[config.mk]
export PLATFORM = sky130hd
export DESIGN_NAME = cdb_arbiter
export DESIGN_NICKNAME = d
export VERILOG_FILES = /design/src/rtl/cpu_types.sv /design/src/rtl/rr_pick.sv /design/src/rtl/cdb_arbiter.sv
export SDC_FILE = /design/constraint.sdc
export NUM_CORES = 1
export LEC_CHECK = 0
export BUFFER_PORTS_ARGS = -buffer_cell sky130_fd_sc_hd__buf_2
export CAP_MARGIN = 20
export CORE_AREA = 2 2 94 96
export DETAILED_ROUTE_END_ITERATION = 7
export DIE_AREA = 0 0 96 98
export PLACE_DENSITY = 0.73
export SYNTH_ARGS = -nofsm -noshare
export SYNTH_HDL_FRONTEND = slang
export SYNTH_SLANG_ARGS = --single-unit
[constraint.sdc]
create_clock -name CLK -period 4 [get_ports CLK]
set_clock_uncertainty 0.05 [all_clocks]
set_input_delay 1.2 -clock CLK [delete_from_list [all_inputs] [get_ports CLK]]
set_output_delay 1.2 -clock CLK [all_outputs]
set_load 0.005 [all_outputs]
[src/rtl/cpu_types.sv]
// Shared OTTER back-end types: RS tags, CDB broadcast struct and requester-to-tag mapping.
package cpu_types;

    typedef enum logic [2:0] {
        INVALID = 3'd0,
        STORE_1 = 3'd1,
        STORE_2 = 3'd2,
        LOAD_1  = 3'd3,
        LOAD_2  = 3'd4,
        ALU_1   = 3'd5,
        ALU_2   = 3'd6
    } RS_tag_type;

    localparam int unsigned NUM_REQ    = 6;
    localparam int unsigned PTR_W      = 3;
    localparam int unsigned CDB_DATA_W = 32;

    typedef struct packed {
        logic                  valid;
        RS_tag_type            tag;
        logic [CDB_DATA_W-1:0] data;
    } cdb_t;

    // Requester index order matches the dispatch busy vector.
    function automatic RS_tag_type req_to_tag(input logic [PTR_W-1:0] idx);
        case (idx)
            3'd0:    return STORE_1;
            3'd1:    return STORE_2;
            3'd2:    return LOAD_1;
            3'd3:    return LOAD_2;
            3'd4:    return ALU_1;
            3'd5:    return ALU_2;
            default: return INVALID;
        endcase
    endfunction

endpackage

[src/rtl/rr_pick.sv]
// Combinational rotate-priority picker: first set request at or after ptr (wrapping) wins.
module rr_pick #(
    parameter int unsigned NUM_REQ = 6,
    parameter int unsigned PTR_W   = 3
) (
    input  logic [NUM_REQ-1:0] req,
    input  logic [PTR_W-1:0]   ptr,
    output logic [NUM_REQ-1:0] gnt,
    output logic [PTR_W-1:0]   idx
);

    int unsigned j;
    logic        found;

    always_comb begin
        gnt   = '0;
        idx   = '0;
        found = 1'b0;
        j     = 0;
        for (int unsigned k = 0; k < NUM_REQ; k++) begin
            j = 32'(ptr) + k;
            if (j >= NUM_REQ) begin
                j = j - NUM_REQ;
            end
            // Shifts instead of variable bit-selects keep index widths clean.
            if (!found && |(req & (NUM_REQ'(1) << j))) begin
                found = 1'b1;
                gnt   = NUM_REQ'(1) << j;
                idx   = PTR_W'(j);
            end
        end
    end

endmodule

[src/rtl/cdb_arbiter.sv]
// CDB arbiter: one RS result per cycle onto the shared bus.
// Define CDB_RR_EN for round-robin priority; otherwise lowest index wins.
module cdb_arbiter #(
    parameter int unsigned NUM_REQ = cpu_types::NUM_REQ,
    parameter int unsigned DATA_W  = cpu_types::CDB_DATA_W
) (
    input  logic                      CLK,
    input  logic                      RST_N,
    input  logic [NUM_REQ-1:0]        REQ,
    input  logic [NUM_REQ*DATA_W-1:0] REQ_DATA,
    input  logic                      HOLD,
    input  logic                      FLUSH,
    output logic [NUM_REQ-1:0]        GNT,
    output logic                      CDB_VALID,
    output cpu_types::RS_tag_type     CDB_TAG,
    output logic [DATA_W-1:0]         CDB_DATA
);

    import cpu_types::*;

    logic [PTR_W-1:0]   ptr;
    logic [NUM_REQ-1:0] pick_gnt;
    logic [PTR_W-1:0]   pick_idx;
    logic               grant_en;
    logic               any_gnt;

`ifdef CDB_RR_EN
    logic [PTR_W-1:0] ptr_q;

    always_ff @(posedge CLK or negedge RST_N) begin
        if (!RST_N) begin
            ptr_q <= '0;
        end else if (FLUSH) begin
            ptr_q <= '0;
        end else if (any_gnt) begin
            ptr_q <= (pick_idx == PTR_W'(NUM_REQ - 1)) ? '0 : pick_idx + PTR_W'(1);
        end
    end

    assign ptr = ptr_q;
`else
    assign ptr = '0;
`endif

    rr_pick #(
        .NUM_REQ (NUM_REQ),
        .PTR_W   (PTR_W)
    ) u_rr_pick (
        .req (REQ),
        .ptr (ptr),
        .gnt (pick_gnt),
        .idx (pick_idx)
    );

    // Reset gates the grant so no requester sees a handshake it cannot complete.
    assign grant_en = RST_N && !HOLD && !FLUSH;
    assign GNT      = grant_en ? pick_gnt : '0;
    assign any_gnt  = |GNT;

    always_ff @(posedge CLK or negedge RST_N) begin
        if (!RST_N) begin
            CDB_VALID <= 1'b0;
            CDB_TAG   <= INVALID;
            CDB_DATA  <= '0;
        end else if (any_gnt) begin
            CDB_VALID <= 1'b1;
            CDB_TAG   <= req_to_tag(pick_idx);
            CDB_DATA  <= DATA_W'(REQ_DATA >> (32'(pick_idx) * DATA_W));
        end else begin
            CDB_VALID <= 1'b0;
            CDB_TAG   <= INVALID;
        end
    end

endmodule

==> impl_metrics.ini, run 1 <==
[worst_setup_path]
cp.required_ns = 2.75
crit_path_max_fanout = 5
slowest_stage = nor3b_2
worst_path_largest_cell_delay_ns = 0.31
r2r_cells = 2
crit_chain = buf_2 -> nor3b_2 -> nor2b_1 -> nand2_1 -> nor3b_1 -> buf_2
start_kind = input pin
path_common_cell = buf_2
crit_type = input pin to output pin
end_kind = output pin
crit_arrival_ns = 2.39

[floorplanning]
die_w_um = 96
initial_utilization_pct = 34.2
design.portCount = 244
core-area_um2 = 8470
die_h_um = 98
dieArea_um2 = 9410
num_rows = 34

[yosys]
synth_largest_area_cell = dfrtp_1
ys_seq_elements = 36
synth_ff_type = dfrtp_1
syn_nets = 523
yosysTopAreaCellShare_pct = 31.1
synthesis.area_um2 = 2900
synthTopCellsByArea = dfrtp_1 31%, a22oi_1 17%, a311oi_2 12%
yosysMostFrequentCell = a22oi_1
syn_inst = 321
yosys-top-cells-count = 64 x a22oi_1, 52 x nand2_1, 36 x dfrtp_1, 36 x nor2_1, 32 x o311a_1
yosysSeqAreaShare_pct = 31.1
synth_warnings = 0
synth-edff-count = 0
async_flop_share_pct = 100
synth_cell_types = 28
syn_area_per_cell_um2 = 9.02

[cells_and_area]
nNetsFinal = 750
fin_area_um2 = 4300
fillers = 841
fin_util_pct = 50.8
area_growth_syn_to_layout_pct = 48.6
drive_above_1_share_pct = 54.6

[pwr]
clockPowerShare_pct = 23.2
pwr-share-seq_pct = 39.2
p_comb_share_pct = 37.6
switching_power_mw = 0.387
leakage_nw = 2.12
power_mw = 1.18
p_int_mw = 0.795
switching_share_pct = 32.7
ir_worst_vdd_mv = 0.143
power_density_nw_per_um2 = 275

[global_route]
grt_util_all_layers_pct = 24.1
grt_pass1_wl_mm = 17.6
grt_max_degree = 39
grt_pass1_vias = 3668
antenna_found_initial = 2
grt-ovfl-total = 0

[routing]
avgRoutedWirePerCell_um = 17.8
drc = 0
drtPass1Iterations = 4
drt-total-wl_mm = 11.7
vias = 3654
viasPerCell = 5.55
detail_route.iter0.violations = 129
ant_nets = 0

[sta]
setup_viol = 0
relSlewSlack_pct = 28.5
fin_crit_ns = 3.64
finalHoldViolations = 0
max_freq_ghz = 0.274
fin_crit_sh_pct = 91.1
tightest_slew_ns = 1.07
rsz0062_at_grt = false
fin_tns_setup_ns = 0
maxSlewViolCount = 0

[clock_tree]
hold_buffers = 0
insertion_delay_ns = 0.28
clockBufferDepth = 2
path_clk_slew_ns = 0.07
cts_resized = 0
htreeDepth = 2
cts_sinks = 36
numCtsBuffers = 5
cts_setup_buffers = 0
cts_root_buf = clkbuf_8
cts_tree = built

[run_status]
status = finished clean

[worst_hold_path]
min_path_cells = 2
holdCritPathClass = flip-flop to flip-flop

[place]
place.gp.congestion = 0.819
io_buffers = 243
dpl-instance-area_um2 = 4210
hpwlAfterDp_mm = 9.00

[job]
maxCapViolations = 0
## power by group through the flow
| stage | Sequential (mW) | Combinational, mW | Clock, mW |
|---|---|---|---|
| 2_1_floorplan | 0.474 | 0.212 | 0 |
| 3_3_place_gp | 0.468 | 0.437 | 0 |
| 3_5_place_dp | 0.470 | 0.446 | 0 |
| 4_1_cts | 0.464 | 0.447 | 0.283 |
| 5_1_grt | 0.471 | 0.489 | 0.298 |
| 6_report | 0.463 | 0.444 | 0.274 |
## state kept, by name (all words and copies together), names as in the netlist
register / count
CDB_VALID: 1
CDB_TAG: 3
CDB_DATA: 32
## area by class of cell
cell class	instances	area, um^2	share of cell area, %
multi-input combinational	244	1820	42.2
timing repair buffer	260	1360	31.5
sequential	36	901	20.9
tap	108	135	3.14
clock buffer	8	90.1	2.09
inverter	1	3.75	0.0872
antenna	1	2.50	0.0581
## worst max-delay path, delay by kind of cell
family	cells	cell delay [ns]
AND/OR/NAND/NOR	4	0.91
buffers and inverters	2	0.27
## layout by cell type (no fill, tap or decap)
master / instances
buf_2: 243
a22oi_1: 64
nand2_1: 52
dfrtp_1: 36
nor2_1: 36
o311a_1: 32
a311oi_2: 23
buf_4: 16
mux2i_1: 7
a211oi_1: 7
clkbuf_8: 6
and2_1: 3
nor2b_2: 3
and3_1: 2
a311oi_1: 2
clkbuf_1: 2
diode_2: 1
nor3b_2: 1
nor2b_1: 1
inv_2: 1
nor3b_1: 1
or2b_4: 1
nor4_2: 1
a21boi_4: 1
o21ai_0: 1
and3b_1: 1
nor2_2: 1
a221o_1: 1
nor3_1: 1
nor2_4: 1
a221oi_4: 1
buf_12: 1
## final timing paths
check | from | end | slack [ns]
worst max register to register | CDB_DATA[4] | CDB_DATA[4] | 3.21
worst min register to register | CDB_DATA[25] | CDB_DATA[25] | 0.51
min in group asynchronous | RST_N | CDB_DATA[9] | 0.97
worst min-delay path | CDB_DATA[25] | CDB_DATA[25] | 0.51
worst max-delay path | RST_N | GNT[4] | 0.36
max in group asynchronous | RST_N | CDB_DATA[26] | 2.59
## routing by layer
metal	GRT usage [%]	wire, um	part of all wire, %
met5	0	13	0.11
met4	7.91	249	2.1
met3	6.64	1040	8.9
met2	46.0	6170	53
met1	24.3	4240	36
## cells by family after synthesis
kind of cell,synth area share (%)
buffers and inverters,6.91
AO/OA/AOI/OAI,43.8
flip-flops,31.1
multiplexers,2.42
AND/OR/NAND/NOR,15.8
## per-stage QoR
stage                     hold slack [ns]  setup slack, ns  cells
after floorplan                     0.502            0.712    321
after global placement              0.497            0.445    649
after detailed placement            0.509            0.331    649
after CTS                           0.519            0.320    657
after global routing                0.542            0.195    658
final                               0.515            0.357    658
(Power assumes the default switching activity.)
==> inputs of run 2 (changes only) <==
- CORE_AREA: 2 2 94 96 -> unset
- CORE_ASPECT_RATIO: unset -> 1.5
- CORE_UTILIZATION: unset -> 45
- DIE_AREA: 0 0 96 98 -> unset
- MAX_ROUTING_LAYER: unset -> met4
- PLACE_DENSITY: 0.73 -> 0.78
- SYNTH_HIERARCHICAL: unset -> 1
==> run 2 against run 1 <==
Effect of this change: sequential share of layout area decreased by 8.9 points; area after synthesis grew 78%; design area increased by 73%; largest power group is now combinational logic; the flow now finishes with violations (negative setup slack).
==> impl_metrics.ini, run 2 <==
[pwr]
switching_share_pct = 37.0
pwr-share-seq_pct = 21.4
p_int_mw = 1.84
ir_worst_vdd_mv = 0.177
leakage_nw = 3.46
switching_power_mw = 1.08
power_density_nw_per_um2 = 392
p_comb_share_pct = 65.4
clockPowerShare_pct = 13.2

[cells_and_area]
mostFrequentLayoutCells = 240 x buf_2, 46 x buf_4, 36 x dfrtp_1
drive_above_1_share_pct = 62.0
fin_util_pct = 67.1
area_growth_syn_to_layout_pct = 44.8
top_register = CDB_DATA
reg.largest.list = CDB_DATA x32, CDB_TAG x3, CDB_VALID x1
largest_register_ffs = 32
nNetsFinal = 1004
stdcell_count = 938
final_common_cell = buf_2
fillers = 876

[worst_setup_path]
crit_chain = buf_6 -> mux2i_4 -> nor3_4 -> a211oi_4 -> nor4b_4 -> or4b_4 -> nor4b_4 -> buf_4 -> nor2_2 -> a31o_1 -> and2_1 -> buf_2
crit_arrival_ns = 3.50
path_common_cell = nor4b_4
crit_type = input pin to output pin
crit_path_max_fanout = 5
slowest_stage = or4b_4
cp.required_ns = 2.75
end_kind = output pin
start_kind = input pin
cpLargestDelayFamily = simple AND/OR/NAND/NOR gates
worst_path_largest_cell_delay_ns = 0.54
path_buf_inv = 3

[global_route]
grt_pass1_vias = 5710
antenna_found_initial = 3
grt_max_degree = 38
grt_util_all_layers_pct = 36.9
grt_pass1_wl_mm = 31.6
grt-ovfl-total = 0

[routing]
detail_route.iter0.violations = 470
drtPass1Iterations = 5
viasPerCell = 6.11
vias = 5731
avgRoutedWirePerCell_um = 23.4
ant_nets = 0
drt-total-wl_mm = 22.0
drc = 0

[yosys]
synth_ff_type = dfrtp_1
syn_inst = 482
synth-edff-count = 0
synth_warnings = 6
ys_seq_elements = 36
yosys-top-cells-count = 36 x dfrtp_1, 36 x mux2_2, 29 x mux2_4, 24 x a22o_1, 23 x mux4_2
synthTopCellsByArea = dfrtp_1 17%, mux4_2 10%, mux2_4 8.5%
synth_largest_area_cell = dfrtp_1
yosysTopAreaCellShare_pct = 17.5
async_flop_share_pct = 100
syn_area_per_cell_um2 = 10.7
synth_cell_types = 96
synthesis.area_um2 = 5150
yosysSeqAreaShare_pct = 17.5

[sta]
max_freq_ghz = 0.210
maxSlewViolCount = 0
relSlewSlack_pct = 64.5
tightest_slew_ns = 0.528
rsz0062_at_grt = true
fin_crit_sh_pct = 119
whs_ns = 0.457
finalHoldViolations = 0
setup_viol = 42
finalWorstSetupSlack_ns = -0.755
fin_tns_setup_ns = -21.70
fin_crit_ns = 4.75

[clock_tree]
path_clk_slew_ns = 0.05
cts_tree = built
cts_root_buf = clkbuf_16
numCtsBuffers = 5
htreeDepth = 2
insertion_delay_ns = 0.29
clockBufferDepth = 2
cts_sinks = 36

[floorplanning]
initial_utilization_pct = 46.4
die_h_um = 133
design.portCount = 244
die_w_um = 89.4
dieArea_um2 = 11900
core-area_um2 = 11100
num_rows = 47

[place]
dp_cells = 907
place_worst_setup_slack_ns = -0.831
place.gp.congestion = 0.964
io_buffers = 243
hpwlAfterDp_mm = 16.9

[run_status]
status = finished with violations
violations = negative setup slack

[worst_hold_path]
holdCritPathClass = flip-flop to flip-flop

[job]
maxCapViolations = 0
==> run 2: changes by cell type in the layout (fill, tap and decap cells not counted), moves of 16 or more <==
cell and delta:
a22o_1 +24, nand2_1 -36, ha_1 +16, conb_1 +18
a22oi_1 -64, mux2_4 +31, inv_1 +17, mux2_2 +34
buf_4 +30, a311oi_2 -22, o311a_1 -32, nor2_1 -17
mux4_2 +32
==> run 2: cells by family (layout without fill, tap and decap cells) <==
group,count (synthesis),count (layout),share of synthesized area (%)
xor+xnor,7,7,1.92
simple gates,130,130,16.4
fa+ha+maj,16,16,3.89
other cells,1,22,0.0728
flops,36,36,17.5
buf+inv,60,348,7.48
compound gates,129,129,20.6
mux,103,103,32.1
==> run 2: area by class of cell <==
| type | count | area (um^2) | area share [%] |
|---|---|---|---|
| clock buffer | 5 | 125 | 1.68 |
| inverter | 21 | 83.8 | 1.12 |
| clock inverter | 3 | 18.8 | 0.252 |
| sequential | 36 | 901 | 12.1 |
| timing repair buffer | 319 | 2110 | 28.2 |
| tap | 147 | 184 | 2.46 |
| antenna | 4 | 10.0 | 0.134 |
| multi-input combinational | 403 | 4030 | 54.0 |
==> run 2: stage by stage <==
step           instance area (um^2)  total power [mW]
2_1_floorplan                  5250              1.70
5_1_grt                        7460              3.07
3_5_place_dp                   6890              2.28
4_1_cts                        7260              2.72
3_3_place_gp                   6890              2.24
6_report                       7460              2.92
==> run 2: path summary, 6_finish.rpt <==
path                           endpoint  slack (ns)         start  cells after the start
max                              GNT[3]       -0.75        REQ[0]                     12
min                        CDB_DATA[11]        0.46  CDB_DATA[11]                      1
max reg2reg                 CDB_DATA[0]        3.16   CDB_DATA[0]                      1
min reg2reg                CDB_DATA[11]        0.46  CDB_DATA[11]                      1
max in group asynchronous   CDB_DATA[0]        2.59         RST_N                      2
min in group asynchronous     CDB_VALID        0.98         RST_N                      2
==> run 2: power by group through the flow <==
stage          sequential, mW  clock, mW  combinational (mW)
5_1_grt                 0.639      0.403                2.03
6_report                0.625      0.386                1.91
3_5_place_dp            0.622          0                1.66
2_1_floorplan           0.626          0                1.07
4_1_cts                 0.621      0.384                1.71
3_3_place_gp            0.615          0                1.63
==> run 2: per-layer routing <==
layer / global-route usage (%) / share of wire, % / vias to the layer above
met3: 8.61 / 9.1 / 82
met1: 43.5 / 38 / 2745
met4: 15.4 / 4.2 / 0
li1: - / - / 2513
met5: - / 0 / -
met2: 59.3 / 49 / 391
==> run 2: timing repair <==
action / 4_1_cts / 5_1_grt
endpoints found under the setup margin: 42 / 42
endpoints found under the hold margin: 0 / 0
setup buffers: 9 / 8
pin swaps: 4 / 22
gates cloned: 3 / 3
resized for setup: 15 / 34
hold buffers: 0 / 0
